### config.mk
export PLATFORM = sky130hd
export DESIGN_NAME = conv_operand_loader_flat
export DESIGN_NICKNAME = d
export VERILOG_FILES = /design/src/rtl/conv_operand_loader_if.sv /design/src/rtl/conv_operand_loader.sv /design/src/flat_wrapper.sv
export SDC_FILE = /design/constraint.sdc
export NUM_CORES = 1
export LEC_CHECK = 0
export ABC_AREA = 1
export BUFFER_PORTS_ARGS = -buffer_cell sky130_fd_sc_hd__buf_2
export CORE_MARGIN = 1
export CORE_UTILIZATION = 45
export CTS_CLUSTER_SIZE = 10
export DETAILED_ROUTE_END_ITERATION = 8
export GPL_ROUTABILITY_DRIVEN = 0
export PLACE_DENSITY_LB_ADDON = 0.05
export SYNTH_ARGS = -nofsm -noshare
export SYNTH_HDL_FRONTEND = slang
export SYNTH_SLANG_ARGS = --single-unit
### constraint.sdc
create_clock -name clk -period 3 [get_ports clk]
set_input_delay 0.15 -clock clk [delete_from_list [all_inputs] [get_ports clk]]
set_output_delay 0.15 -clock clk [all_outputs]
set_load 0.02 [all_outputs]
### src/rtl/conv_operand_loader_if.sv
// ----------------------------------------------------------------------------
// conv_operand_loader_if
// Operand bus between the byte source / engine and conv_operand_loader.
//   in_valid, in_byte, in_ready : byte stream into the loader
//   DATA, FILTER                : assembled data tile and filter
//   out_valid, out_ack          : operand handshake towards the engine
//   err                         : checksum-error pulse (0 unless checksum build)
//   frame_cnt                   : number of frames delivered (wraps at 256)
// Modports: slave  = the loader itself
//           master = the environment (byte source plus engine)
// ----------------------------------------------------------------------------
interface conv_operand_loader_if #(
    parameter int DATA_BYTES = 16,
    parameter int FILT_BYTES = 9
);
    logic                    in_valid;
    logic [7:0]              in_byte;
    logic                    in_ready;
    logic [8*DATA_BYTES-1:0] DATA;
    logic [8*FILT_BYTES-1:0] FILTER;
    logic                    out_valid;
    logic                    out_ack;
    logic                    err;
    logic [7:0]              frame_cnt;

    modport slave (
        input  in_valid, in_byte, out_ack,
        output in_ready, DATA, FILTER, out_valid, err, frame_cnt
    );

    modport master (
        output in_valid, in_byte, out_ack,
        input  in_ready, DATA, FILTER, out_valid, err, frame_cnt
    );
endinterface

### src/rtl/conv_operand_loader.sv
// ----------------------------------------------------------------------------
// conv_operand_loader
// Producer end of the convolution engine operand interface. Assembles a byte
// stream into one data tile (DATA_BYTES bytes) and one filter (FILT_BYTES
// bytes), presents both with out_valid until out_ack, then loads the next
// frame. Byte k of each field lands in bits [8k+7:8k].
// Ports:
//   clk  : single clock, rising edge
//   rst  : synchronous active-high reset (priority over clr)
//   clr  : synchronous abort of the current frame, frame_cnt kept
//   bus  : conv_operand_loader_if.slave (stream, operands, handshake, status)
// Optional feature, macro CONV_LOADER_CKSUM_EN:
//   each frame carries a trailing XOR checksum byte checked in state CHECK;
//   a mismatch pulses err for one cycle and drops the frame. When the macro
//   is undefined frames are 25 bytes and err is tied to 0.
// ----------------------------------------------------------------------------
module conv_operand_loader #(
    parameter int DATA_BYTES = 16,
    parameter int FILT_BYTES = 9
) (
    input  logic                  clk,
    input  logic                  rst,
    input  logic                  clr,
    conv_operand_loader_if.slave  bus
);
    localparam int MAX_BYTES = (DATA_BYTES > FILT_BYTES) ? DATA_BYTES : FILT_BYTES;
    localparam int IDX_W     = (MAX_BYTES > 1) ? $clog2(MAX_BYTES) : 1;
    localparam logic [IDX_W-1:0] DATA_LAST = IDX_W'(DATA_BYTES - 1);
    localparam logic [IDX_W-1:0] FILT_LAST = IDX_W'(FILT_BYTES - 1);

`ifdef CONV_LOADER_CKSUM_EN
    typedef enum logic [1:0] {LOAD_DATA, LOAD_FILT, PRESENT, CHECK} state_e;
`else
    typedef enum logic [1:0] {LOAD_DATA, LOAD_FILT, PRESENT} state_e;
`endif

    state_e                  state_q, state_d;
    logic [IDX_W-1:0]        idx_q, idx_d;
    logic [8*DATA_BYTES-1:0] data_q, data_d;
    logic [8*FILT_BYTES-1:0] filt_q, filt_d;
    logic [7:0]              cnt_q, cnt_d;
    logic                    in_ready_w;
    logic                    take;
`ifdef CONV_LOADER_CKSUM_EN
    logic                    err_q, err_d;
    logic [7:0]              cks_q, cks_d;
`endif

    assign in_ready_w = (state_q != PRESENT);
    assign take       = bus.in_valid && in_ready_w;

    always_comb begin
        state_d = state_q;
        idx_d   = idx_q;
        data_d  = data_q;
        filt_d  = filt_q;
        cnt_d   = cnt_q;
`ifdef CONV_LOADER_CKSUM_EN
        err_d   = 1'b0;
        cks_d   = cks_q;
`endif
        if (clr) begin
            // Abort wins over any transfer or ack this cycle; operands are kept.
            state_d = LOAD_DATA;
            idx_d   = '0;
`ifdef CONV_LOADER_CKSUM_EN
            cks_d   = '0;
`endif
        end else begin
            case (state_q)
                LOAD_DATA: begin
                    if (take) begin
                        data_d[{idx_q, 3'b000} +: 8] = bus.in_byte;
`ifdef CONV_LOADER_CKSUM_EN
                        // First byte of a frame restarts the running XOR.
                        cks_d = (idx_q == '0) ? bus.in_byte : (cks_q ^ bus.in_byte);
`endif
                        if (idx_q == DATA_LAST) begin
                            idx_d   = '0;
                            state_d = LOAD_FILT;
                        end else begin
                            idx_d = idx_q + 1'b1;
                        end
                    end
                end
                LOAD_FILT: begin
                    if (take) begin
                        filt_d[{idx_q, 3'b000} +: 8] = bus.in_byte;
`ifdef CONV_LOADER_CKSUM_EN
                        cks_d = cks_q ^ bus.in_byte;
`endif
                        if (idx_q == FILT_LAST) begin
                            idx_d = '0;
`ifdef CONV_LOADER_CKSUM_EN
                            state_d = CHECK;
`else
                            state_d = PRESENT;
`endif
                        end else begin
                            idx_d = idx_q + 1'b1;
                        end
                    end
                end
`ifdef CONV_LOADER_CKSUM_EN
                CHECK: begin
                    if (take) begin
                        if (bus.in_byte == cks_q) begin
                            state_d = PRESENT;
                        end else begin
                            err_d   = 1'b1;
                            state_d = LOAD_DATA;
                        end
                    end
                end
`endif
                PRESENT: begin
                    if (bus.out_ack) begin
                        state_d = LOAD_DATA;
                        cnt_d   = cnt_q + 8'd1;
                    end
                end
                default: begin
                    state_d = LOAD_DATA;
                    idx_d   = '0;
                end
            endcase
        end
    end

    always_ff @(posedge clk) begin
        if (rst) begin
            state_q <= LOAD_DATA;
            idx_q   <= '0;
            data_q  <= '0;
            filt_q  <= '0;
            cnt_q   <= '0;
`ifdef CONV_LOADER_CKSUM_EN
            err_q   <= 1'b0;
            cks_q   <= '0;
`endif
        end else begin
            state_q <= state_d;
            idx_q   <= idx_d;
            data_q  <= data_d;
            filt_q  <= filt_d;
            cnt_q   <= cnt_d;
`ifdef CONV_LOADER_CKSUM_EN
            err_q   <= err_d;
            cks_q   <= cks_d;
`endif
        end
    end

    assign bus.in_ready  = in_ready_w;
    assign bus.DATA      = data_q;
    assign bus.FILTER    = filt_q;
    assign bus.out_valid = (state_q == PRESENT);
    assign bus.frame_cnt = cnt_q;
`ifdef CONV_LOADER_CKSUM_EN
    assign bus.err       = err_q;
`else
    assign bus.err       = 1'b0;
`endif
endmodule

### src/flat_wrapper.sv
// flat-port wrapper written by rule: the top's interface ports become plain ports
module conv_operand_loader_flat 
#(
    parameter int DATA_BYTES = 16,
    parameter int FILT_BYTES = 9
)
  (clk, rst, clr, bus_in_valid, bus_in_byte, bus_out_ack, bus_in_ready, bus_DATA, bus_FILTER, bus_out_valid, bus_err, bus_frame_cnt);
  conv_operand_loader_if #(.DATA_BYTES(DATA_BYTES), .FILT_BYTES(FILT_BYTES)) bus_i ();
  input  logic clk;
  input  logic rst;
  input  logic clr;
  input wire logic [$bits(bus_i.in_valid)-1:0] bus_in_valid;
  input wire logic [$bits(bus_i.in_byte)-1:0] bus_in_byte;
  input wire logic [$bits(bus_i.out_ack)-1:0] bus_out_ack;
  output wire logic [$bits(bus_i.in_ready)-1:0] bus_in_ready;
  output wire logic [$bits(bus_i.DATA)-1:0] bus_DATA;
  output wire logic [$bits(bus_i.FILTER)-1:0] bus_FILTER;
  output wire logic [$bits(bus_i.out_valid)-1:0] bus_out_valid;
  output wire logic [$bits(bus_i.err)-1:0] bus_err;
  output wire logic [$bits(bus_i.frame_cnt)-1:0] bus_frame_cnt;
  assign bus_i.in_valid = bus_in_valid;
  assign bus_i.in_byte = bus_in_byte;
  assign bus_i.out_ack = bus_out_ack;
  assign bus_in_ready = bus_i.in_ready;
  assign bus_DATA = bus_i.DATA;
  assign bus_FILTER = bus_i.FILTER;
  assign bus_out_valid = bus_i.out_valid;
  assign bus_err = bus_i.err;
  assign bus_frame_cnt = bus_i.frame_cnt;
  conv_operand_loader #(.DATA_BYTES(DATA_BYTES), .FILT_BYTES(FILT_BYTES)) u_core (.clk(clk), .rst(rst), .clr(clr), .bus(bus_i));
endmodule
After elaboration in Yosys (flattened, before gate mapping)
Index checks and enable logic that the tools add are counted.
{ "op_classes": {"n_addsub": 3, "n_eq_ne": 10, "n_shift": 4, "mux": 13, "bitwise_logic": 2, "reduce_logical": 8} }
{ "ops": {"columns": ["operator", "count"], "rows": [
  ["128-bit bitwise mux", 1],
  ["8-bit by 9-bit variable shift with 128-bit output, first input constant", 1],
  ["8-bit by 9-bit indexed part select with 128-bit output", 1],
  ["72-bit bitwise mux", 1],
  ["8-bit by 9-bit variable shift with 72-bit output, first input constant", 1],
  ["8-bit by 9-bit indexed part select with 72-bit output", 1],
  ["4-bit 2-to-1 mux", 4],
  ["4-bit case mux with 3 select lines", 1],
  ["3-bit AND reduction", 4],
  ["2-bit 2-to-1 mux", 5],
  ["7-bit negation with 9-bit output", 1],
  ["8-bit by 1-bit adder with 8-bit output, second input constant", 1],
  ["4-bit equality test, second input constant", 2],
  ["2-bit by 1-bit inequality test with 1-bit output, second input constant", 4],
  ["2-bit case mux with 3 select lines", 1],
  ["5-bit AND reduction", 1],
  ["4-bit by 1-bit adder with 4-bit output, second input constant", 1],
  ["2-bit inequality test, second input constant", 2],
  ["2-bit by 1-bit equality test with 1-bit output, second input constant", 1],
  ["2-bit equality test, second input constant", 1],
  ["2-bit zero test", 1],
  ["1-bit inverter", 2],
  ["2-bit OR reduction", 1],
  ["1-bit logical AND", 1]
]} }
{ "word_totals": {"regBits": 214, "inputBits": 13, "wordCells": 45} }

Logic depth before layout (Yosys ltp)
Gate-level depths: netlist (run 1).
{ "logic_depth": {"word_depth": 4, "depth_mapped": 14} }

Worst setup path before layout (run 1)
OpenSTA, ideal clock, no wires.
{ "synth_path": {"path_kind": "register -> register", "start": "reg u_core.idx_q[0]", "end": "reg u_core.filt_q[0] (netlist: u_core.bus.FILTER[0])", "setup_time_ps": 128, "t_arrival_ps": 2000, "required_time_ps": 2872, "setup_slack_ps": 873, "stages_incl_launch_ff": 10, "n_path_buf": 3, "period_less_slack_ps": 2127, "cell_sequence": "dfxtp_1 -> buf_2 -> inv_4 -> ha_1 -> buf_1 -> nor3_4 -> nand2_2 -> buf_2 -> o21ai_0 -> nor2_1"} }
{ "synth_via": {"elab_chain_cells": 3, "elab_cells_between_ends": 4, "cone_classes": "add/sub: 1; shift: 2; mux: 1"} }
{ "synth_lines": {"columns": ["element", "line_no", "text"], "rows": [
  ["from (decl)", "conv_operand_loader.sv:38", "logic [IDX_W-1:0] idx_q, idx_d;"],
  ["from (signal assigned)", "conv_operand_loader.sv:143", "idx_q <= idx_d;"],
  ["7-bit negation with 9-bit output *", "conv_operand_loader.sv:88", "filt_d[{idx_q, 3'b000} +: 8] = bus.in_byte;"],
  ["8-bit by 9-bit indexed part select with 72-bit output / 8-bit by 9-bit variable shift with 72-bit output (equally long branches)", "conv_operand_loader.sv:88", null],
  ["72-bit bitwise mux *", "conv_operand_loader.sv:88", null],
  ["to (signal assigned)", "conv_operand_loader.sv:145", "filt_q <= filt_d;"],
  ["to (decl)", "conv_operand_loader.sv:40", "logic [8*FILT_BYTES-1:0] filt_q, filt_d;"]
]} }
Every way passes the cells marked *; elsewhere a longest branch is shown, timed or not.
A chain may end at the register's enable or synchronous reset.

Worst setup path in the final report (run 1)
{ "layout_path": {"start": "reg u_core.idx_q[1]", "end": "reg u_core.filt_q[34] (netlist: u_core.bus.FILTER[34])"} }
The elaborated chain is that of the path after synthesis.

==> impl_metrics.json, run 1 <==
{
  "status": "finished, final reports clean",
  "p_int_uw": 4380,
  "io_pins": 224,
  "rsz0062_at_grt": "no",
  "die-area_mm2": 0.0212,
  "nets": 1569,
  "cts_sinks": 214,
  "gr-total-overflow": 0,
  "cts.clk_slew.worst_paths_ps": 50,
  "avgRoutedWirePerCell_um": 14.3,
  "groute.usage.overall": 0.239,
  "arrival_ps": 3060,
  "grt_pass1_wl_um": 41000,
  "synth-simple-area-share": 0.352,
  "fmax_mhz": 375,
  "finalCritPeriodShare": 0.890,
  "port-buffer-count": 222,
  "syn-num-nets": 1378,
  "start_kind": "flip-flop",
  "drtIter0Drc": 447,
  "initial_utilization": 0.459,
  "syn_area_per_cell_um2": 6.82,
  "worstPathRequired_ps": 3390,
  "fin_skew_ps": 11.9,
  "power_frac_seq": 0.504,
  "synth_top_family_by_area": "simple AND/OR/NAND/NOR gates",
  "cp_max_fo": 16,
  "path_cells": "inv_1, ha_1, clkinv_1, nand3_1, nor2_1, buf_4, nand3_1, nand2_1, nand2_1, nor2_1",
  "synth_xor_area_frac": 0.00377,
  "num_antenna_cells": 0,
  "p_leak_uw": 0.00594,
  "root_buffer": "clkbuf_16",
  "drive_gt1_frac": 0.188,
  "fin_ws_ps": 330,
  "max-clock-path-buffers": 3,
  "vdd_drop_max_mv": 0.349,
  "fp.coreArea_mm2": 0.0202,
  "netlist_instances": 1360,
  "ys_seq_elements": 214,
  "tns_ps": 0,
  "final-max-slew-violation-count": 0,
  "setup_viol": 0,
  "critPathKind": "reg -> reg",
  "switching_share": 0.229,
  "synthDistinctLibCells": 35,
  "fin_crit_ps": 2670,
  "die_x_um": 146,
  "post-dp-hpwl_um": 17700,
  "ant_nets": 0,
  "comb_power_share": 0.045,
  "crit_slowest_cell": "ha_1",
  "max-cap-violations": 0,
  "vias": 8656,
  "dieHeight_um": 146,
  "rrSetupSlack_ps": 330,
  "switchingPower_uw": 1300,
  "yosysSeqAreaShare": 0.462,
  "hp-class": "in -> reg",
  "syn_area_mm2": 0.00928,
  "drt-pass1-iter-count": 5,
  "worst_pin_slew_ps": 796,
  "clockPowerShare": 0.452,
  "finalHoldViolCount": 0,
  "post-place-ws_ps": 393,
  "row_count": 52,
  "maxSlewHeadroom": 0.469,
  "areaGrowthSynthToFinish_pct": 20.4,
  "drc": 0,
  "cts_tree": "done",
  "yosysWarnings": 0,
  "cp-end-kind": "flip-flop",
  "synth-compound-area-share": 0.0597,
  "drt_wl_total_um": 26100,
  "first_global_vias": 7821,
  "numCtsBuffers": 25,
  "cts_max_level": 1,
  "grt_max_degree": 78,
  "p_per_area_mw_per_mm2": 508,
  "grt_antenna_before_repair": 0,
  "viasPerCell": 4.75,
  "synthAdderAreaFrac": 0.00674,
  "worstSkewPairLatency_ps": 510,
  "post_cts_resized": 0,
  "synthMuxAreaShare": 0,
  "slowest_delay_ps": 560
}
worst max-delay path, delay by kind of cell (launching register included):
family	cells	cell delay, ps
adders and majority gates	1	560
DFF	1	430
and+or+nand+nor	6	930
buffers and inverters	3	640
cell usage in the layout (no fill, tap or decap), types with 2 or more instances in the layout:
cell	synthesis	final
nand2_1	351	351
nor2_1	273	273
buf_2	28	222
dfxtp_1	214	214
inv_1	181	181
a21oi_1	84	84
nand3_1	58	58
nand4_1	53	53
clkbuf_16	0	25
o21ai_0	21	21
buf_4	4	13
nand3_4	7	7
ha_1	5	5
inv_4	3	4
nor2_2	4	4
nand2_2	4	4
dlygate4sd3_1	0	4
nand3_2	3	3
nor3_1	3	3
xor2_1	3	3
clkbuf_1	34	3
inv_2	2	2
nor3_4	2	2
cells in the mapped netlist, drive strengths merged:
| cell | instances | area share |
|---|---|---|
| a211oi | 1 | 0.00081 |
| a21oi | 84 | 0.045 |
| a31oi | 1 | 0.00067 |
| buf | 42 | 0.025 |
| clkbuf | 34 | 0.014 |
| clkinv | 2 | 0.00081 |
| conb | 1 | 0.00040 |
| dfxtp | 214 | 0.46 |
| ha | 5 | 0.0067 |
| inv | 186 | 0.076 |
| nand2 | 356 | 0.15 |
| nand3 | 68 | 0.048 |
| nand4 | 53 | 0.036 |
| nor2 | 279 | 0.12 |
| nor3 | 5 | 0.0051 |
| nor3b | 1 | 0.00081 |
| o21ai | 21 | 0.011 |
| o221ai | 1 | 0.00094 |
| o22ai | 1 | 0.00067 |
| or2 | 1 | 0.00067 |
| xnor2 | 1 | 0.00094 |
| xor2 | 3 | 0.0028 |
power by group through the flow:
stage	logic (µW)	registers (µW)	clock network, µW
4_1_cts	253	2860	2630
5_1_grt	275	2860	2740
6_report	253	2860	2560
3_5_place_dp	250	2920	0
2_1_floorplan	155	2930	0
3_3_place_gp	250	2920	0
per-layer routing:
metal	vias up	GRT usage	part of all wire
met3	36	0.0483	0.062
met2	235	0.402	0.47
met4	0	0.0663	0.016
met1	3863	0.311	0.45
li1	4522	-	-
met5	-	0	0
path summary, 6_finish.rpt:
check / startpoint / to / cells past startpoint
max: u_core.idx_q[1]$_SDFFE_PP0P_ / u_core.bus.FILTER[34]$_SDFFE_PP0P_ / 10
min: bus_in_byte[0] / u_core.bus.FILTER[64]$_SDFFE_PP0P_ / 3
max reg2reg: u_core.idx_q[1]$_SDFFE_PP0P_ / u_core.bus.FILTER[34]$_SDFFE_PP0P_ / 10
min reg2reg: u_core.bus.DATA[98]$_SDFFE_PP0P_ / u_core.bus.DATA[98]$_SDFFE_PP0P_ / 2
repair_timing:
action | 4_1_cts | 5_1_grt
endpoints found under the hold margin | 5 | 0
setup buffers | 0 | 0
hold buffers | 4 | 0
per-stage QoR:
step                utilization  total power, µW  area (µm²)  hold slack [ps]  instances
CTS                       0.552             5740       11200             99.1       1823
finish                    0.552             5680       11200              125       1823
floorplan                     -             3090        9280              292       1360
detailed placement        0.519             3170       10500              440       1790
global route              0.552             5880       11200              119       1823
global placement          0.519             3170       10500              435       1790
logic make-up after synthesis:
group,Yosys count
fa+ha+maj,5
buf+inv,264
other cells,1
flops,214
xor+xnor,4
compound gates,109
simple gates,763
cell type report:
class	count	area, µm²
Fill cell	2046	9060
Inverter	188	716
Clock inverter	1	5.00
Multi-Input combinational cell	882	3930
Tap cell	270	338
Clock buffer	28	637
Sequential cell	214	4280
Timing Repair Buffer	240	1270
sequential cells by signal, summed over array words and instances, names as in the netlist:
register and cells:
u_core.bus.DATA 128, u_core.bus.FILTER 72, u_core.bus.frame_cnt 8, u_core.idx_q 4, u_core.state_q 2
Power figures use the tool's default switching activity.
==> run 2, diff against run 1 <==
Settings changed: BUFFER_PORTS_ARGS -buffer_cell sky130_fd_sc_hd__buf_2 to -buffer_cell sky130_fd_sc_hd__buf_4, CAP_MARGIN from default to 10.
==> run 2 against run 1 <==
  * Wire length is 0.60% higher
  * Combinational power is 5% higher
  * Die area stayed put
  * Clock skew is 5.0 ps lower
  * Worst hold slack worse by 110 ps
  * Clock-buffer cell count is 1 lower
  * First-iteration DRC count is 6.0% higher
  * Setup slack better by 1.8 ps
  * Critical path type unchanged
  * Critical endpoint is now u_core.bus.FILTER[36]$_SDFFE_PP0P_
  * Largest cell class unchanged
  * Largest power group unchanged
==> impl_metrics.json, run 2 (same netlist as run 1, synthesis figures left out) <==
{
  "power_frac_seq": 0.496,
  "gr-total-overflow": 0,
  "post-cts-setup-buffer-count": 0,
  "crit_slowest_cell": "ha_1",
  "grt_antenna_before_repair": 0,
  "dieHeight_um": 146,
  "fin_skew_ps": 6.88,
  "reg2reg_depth": 10,
  "root_buffer": "clkbuf_16",
  "maxSlewHeadroom": 0.524,
  "min_from": "rst",
  "switching_share": 0.225,
  "vdd_drop_max_mv": 0.351,
  "drtIter0Drc": 474,
  "grt_pass1_wl_um": 42100,
  "placed_cells": 1787,
  "p_per_area_mw_per_mm2": 491,
  "rrSetupSlack_ps": 330,
  "grt_max_degree": 61,
  "worstPathRequired_ps": 3400,
  "rsz0062_at_grt": "no",
  "fmax_mhz": 375,
  "largest_reg_flops": 128,
  "die-area_mm2": 0.0212,
  "post-dp-hpwl_um": 17900,
  "path_cells": "inv_1, ha_1, clkinv_1, nand3_1, nor2_1, buf_4, nand3_1, nand2_1, nand2_1, nor2_1",
  "worstSkewPairLatency_ps": 510,
  "avgRoutedWirePerCell_um": 14.4,
  "port-buffer-count": 222,
  "fp.coreArea_mm2": 0.0202,
  "die_x_um": 146,
  "finalHoldViolCount": 0,
  "max-cap-violations": 0,
  "arrival_ps": 3060,
  "final-max-slew-violation-count": 0,
  "cts_sinks": 214,
  "cp-end-kind": "flip-flop",
  "slowest_delay_ps": 570,
  "fin_crit_ps": 2670,
  "critPathKind": "reg -> reg",
  "p_int_uw": 4470,
  "groute.usage.overall": 0.245,
  "drt_wl_total_um": 26200,
  "r2r-start": "u_core.idx_q[1]$_SDFFE_PP0P_",
  "cts_tree": "done",
  "areaGrowthSynthToFinish_pct": 26.6,
  "row_count": 52,
  "max-clock-path-buffers": 3,
  "status": "finished, final reports clean",
  "worst_pin_slew_ps": 712,
  "cts.clk_slew.worst_paths_ps": 60,
  "tns_ps": 0,
  "setup_viol": 0,
  "hp-class": "in -> reg",
  "clockPowerShare": 0.458,
  "instances_no_fill": 1820,
  "cts_max_level": 1,
  "holdPathEnd": "u_core.bus.FILTER[1]$_SDFFE_PP0P_",
  "final_cell_mix": "nand2_1 (351), nor2_1 (273), buf_4 (231)",
  "viasPerCell": 4.76,
  "initial_utilization": 0.459,
  "numCtsBuffers": 25,
  "switchingPower_uw": 1300,
  "first_global_vias": 7843,
  "hold-path-cell-count": 2,
  "io_pins": 224,
  "nets": 1567,
  "finalCritPeriodShare": 0.889,
  "drive_gt1_frac": 0.186,
  "vias": 8666,
  "drt-pass1-iter-count": 5,
  "mostFrequentLayoutCell": "nand2_1",
  "num_antenna_cells": 0,
  "r2r_end": "u_core.bus.FILTER[36]$_SDFFE_PP0P_",
  "ant_nets": 0,
  "drc": 0,
  "start_kind": "flip-flop",
  "comb_power_share": 0.046,
  "cp_max_fo": 16,
  "p_leak_uw": 0.00593
}
run 2: metal layers:
layer / wire [µm] / track usage
met3: 1590 / 0.0502
met5: 0 / 0
met2: 12400 / 0.409
met4: 405 / 0.0579
met1: 11800 / 0.324
run 2: layout make-up:
cell class	count	area [µm²]
timing repair buffer	238	1820
fill	1989	8480
inverter	188	716
clock buffer	27	633
sequential	214	4280
multi-input combinational	882	3930
clock inverter	1	30.0
tap	270	338
run 2: how the worst max path moves through the flow:
stage                                         end                    startpoint  slack, ps
2_1_floorplan   u_core.bus.FILTER[0]$_SDFFE_PP0P_  u_core.idx_q[0]$_SDFFE_PP0P_        870
3_3_place_gp   u_core.bus.FILTER[33]$_SDFFE_PP0P_  u_core.idx_q[1]$_SDFFE_PP0P_        520
3_5_place_dp   u_core.bus.FILTER[35]$_SDFFE_PP0P_  u_core.idx_q[1]$_SDFFE_PP0P_        380
4_1_cts        u_core.bus.FILTER[35]$_SDFFE_PP0P_  u_core.idx_q[1]$_SDFFE_PP0P_        380
5_1_grt        u_core.bus.FILTER[33]$_SDFFE_PP0P_  u_core.idx_q[1]$_SDFFE_PP0P_         40
6_report       u_core.bus.FILTER[36]$_SDFFE_PP0P_  u_core.idx_q[1]$_SDFFE_PP0P_        330
run 2: power groups by stage:
stage | registers, µW | clock network [µW] | logic (µW)
global route | 2860 | 2810 | 286
floorplan | 2930 | 0 | 155
CTS | 2860 | 2700 | 265
finish | 2860 | 2640 | 265
detailed placement | 2920 | 0 | 260
global placement | 2920 | 0 | 261
run 2: per-stage QoR:
stage	power [µW]	hold slack, ps	utilization	setup slack [ps]	cell area [µm²]
after floorplan	3090	292	-	873	9280
after global placement	3180	433	0.546	515	11000
after detailed placement	3180	437	0.546	382	11000
after CTS	5820	7.20	0.581	380	11800
after global routing	5950	21.0	0.581	36.9	11800
final	5770	19.6	0.581	332	11800
run 2: worst max-delay path: cells and delay by family (launching register included):
family / cells / cell delay (ps)
flops: 1 / 430
buf+inv: 3 / 620
fa+ha+maj: 1 / 570
simple gates: 6 / 940
run 2: what timing repair did:
action	CTS	global route
hold buffers	5	0
endpoints found under the hold margin	5	0
resized for setup	0	0
endpoints found under the setup margin	0	0
==> run 3, diff against run 2 <==
Settings changed: CELL_PAD_IN_SITES_DETAIL_PLACEMENT from default to 1, CELL_PAD_IN_SITES_GLOBAL_PLACEMENT from default to 1, CORE_UTILIZATION 45 to 37.
==> run 3 against run 2 <==
  * Flip-flop and latch count unchanged
  * Via count rose by 4.2%
  * Sequential share of layout area fell by 0.40 points
  * Core utilization decreased by 9.5 points
  * Highest routed layer unchanged
  * Register-to-register slack about the same
  * Global-route usage is 0.93 points lower
  * Critical path type unchanged
  * Final cell count up 3.7%
  * Clock skew up 18 ps
  * Clock-buffer cell count is 9 higher
  * Clock power increased by 5%
==> impl_metrics.json, run 3 (same netlist as run 1, synthesis figures left out) <==
{
  "first_global_vias": 8977,
  "instances_no_fill": 1888,
  "largest_reg_flops": 128,
  "tns_ps": 0,
  "drive_gt1_frac": 0.189,
  "vdd_drop_max_mv": 0.293,
  "multi_input_area_mm2": 0.00393,
  "post_cts_resized": 0,
  "worstSkewPairLatency_ps": 540,
  "r2r-start": "u_core.idx_q[1]$_SDFFE_PP0P_",
  "die-area_mm2": 0.0257,
  "rsz0062_at_grt": "no",
  "hold-path-cell-count": 3,
  "post-dp-hpwl_um": 21100,
  "final_cell_mix": "nand2_1 (351), nor2_1 (273), buf_4 (235)",
  "setup_viol": 0,
  "maxSlewHeadroom": 0.606,
  "mostFrequentLayoutCell": "nand2_1",
  "num_antenna_cells": 0,
  "avgRoutedWirePerCell_um": 16.2,
  "groute.usage.overall": 0.235,
  "cp_max_fo": 16,
  "worstPathRequired_ps": 3430,
  "ant_nets": 0,
  "arrival_ps": 3100,
  "placed_cells": 1844,
  "port-buffer-count": 222,
  "max-cap-violations": 0,
  "finalCritPeriodShare": 0.892,
  "min_from": "bus_in_byte[7]",
  "grt_max_degree": 46,
  "start_kind": "flip-flop",
  "n_fill_cell": 3181,
  "drc": 0,
  "regArea_mm2": 0.00428,
  "dieHeight_um": 160,
  "row_count": 57,
  "gr-total-overflow": 0,
  "grt_antenna_before_repair": 0,
  "fin_skew_ps": 24.4,
  "final-max-slew-violation-count": 0,
  "root_buffer": "clkbuf_16",
  "hp-class": "in -> reg",
  "areaGrowthSynthToFinish_pct": 28.0,
  "drtIter0Drc": 425,
  "fin_crit_ps": 2680,
  "initial_utilization": 0.379,
  "rrSetupSlack_ps": 320,
  "vias": 9033,
  "die_x_um": 160,
  "max-clock-path-buffers": 3,
  "cts_tree": "done",
  "io_pins": 224,
  "finalHoldViolCount": 0,
  "fp.coreArea_mm2": 0.0245,
  "p_per_area_mw_per_mm2": 496,
  "p_leak_uw": 0.00596,
  "numCtsBuffers": 26,
  "holdPathEnd": "u_core.bus.FILTER[55]$_SDFFE_PP0P_",
  "viasPerCell": 4.78,
  "grt_pass1_wl_um": 48700,
  "cts_sinks": 214,
  "status": "finished, final reports clean",
  "cts.clk_slew.worst_paths_ps": 60,
  "r2r_end": "u_core.bus.FILTER[36]$_SDFFE_PP0P_",
  "cts_max_level": 1,
  "drt-pass1-iter-count": 4,
  "fmax_mhz": 374,
  "reg2reg_depth": 10,
  "critPathKind": "reg -> reg",
  "worst_pin_slew_ps": 592,
  "drt_wl_total_um": 30500,
  "cp-end-kind": "flip-flop",
  "nets": 1571
}
-- run 3: report_power, final --
group / internal (µW) / leakage, µW / switching [µW] / total [µW]
Combinational: 61.4 / 0.00389 / 211 / 272
Sequential: 2850 / 0.00172 / 6.39 / 2860
Clock: 1580 / 0.000347 / 1190 / 2760
Total: 4490 / 0.00596 / 1400 / 5890
-- run 3: worst max path at each step --
stage | startpoint | endpoint | slack, ps
floorplan | u_core.idx_q[0]$_SDFFE_PP0P_ | u_core.bus.FILTER[0]$_SDFFE_PP0P_ | 870
global placement | u_core.idx_q[1]$_SDFFE_PP0P_ | u_core.bus.FILTER[37]$_SDFFE_PP0P_ | 550
detailed placement | u_core.idx_q[1]$_SDFFE_PP0P_ | u_core.bus.FILTER[36]$_SDFFE_PP0P_ | 380
CTS | u_core.idx_q[1]$_SDFFE_PP0P_ | u_core.bus.FILTER[36]$_SDFFE_PP0P_ | 330
global route | u_core.idx_q[1]$_SDFFE_PP0P_ | u_core.bus.FILTER[36]$_SDFFE_PP0P_ | 70
finish | u_core.idx_q[1]$_SDFFE_PP0P_ | u_core.bus.FILTER[36]$_SDFFE_PP0P_ | 320
-- run 3: timing repair --
item	CTS	global route
buffers inserted	0	0
hold buffers	5	0
hold endpoints to repair	5	0
-- run 3: cell type report --
type	instances	share of cell area
clock buffer	36	0.0579
clock inverter	3	0.00221
inverter	188	0.0602
multi-input combinational	882	0.330
sequential	214	0.361
tap	324	0.0341
timing repair buffer	241	0.154
-- run 3: worst max-delay path, stage by stage, from the launching register on --
cell	delay (ps)
dfxtp_1	440
inv_1	90
ha_1	550
clkinv_1	330
nand3_1	190
nor2_1	50
buf_4	200
nand3_1	420
nand2_1	140
nand2_1	100
nor2_1	50
-- run 3: through the flow --
step | total power [µW] | setup slack (ps) | area, µm² | utilization | hold WS [ps]
finish | 5890 | 325 | 11900 | 0.486 | 25.8
floorplan | 3090 | 873 | 9280 | - | 292
CTS | 5960 | 332 | 11900 | 0.486 | 17.4
global route | 6110 | 73.3 | 11900 | 0.486 | 29.8
global placement | 3190 | 547 | 11100 | 0.454 | 435
detailed placement | 3190 | 379 | 11100 | 0.454 | 440
-- run 3: per-layer routing --
metal  GRT usage  routed length [µm]
met5           0                   0
met4      0.0446                 469
met3      0.0586                1900
met2       0.413               14900
met1       0.291               13200
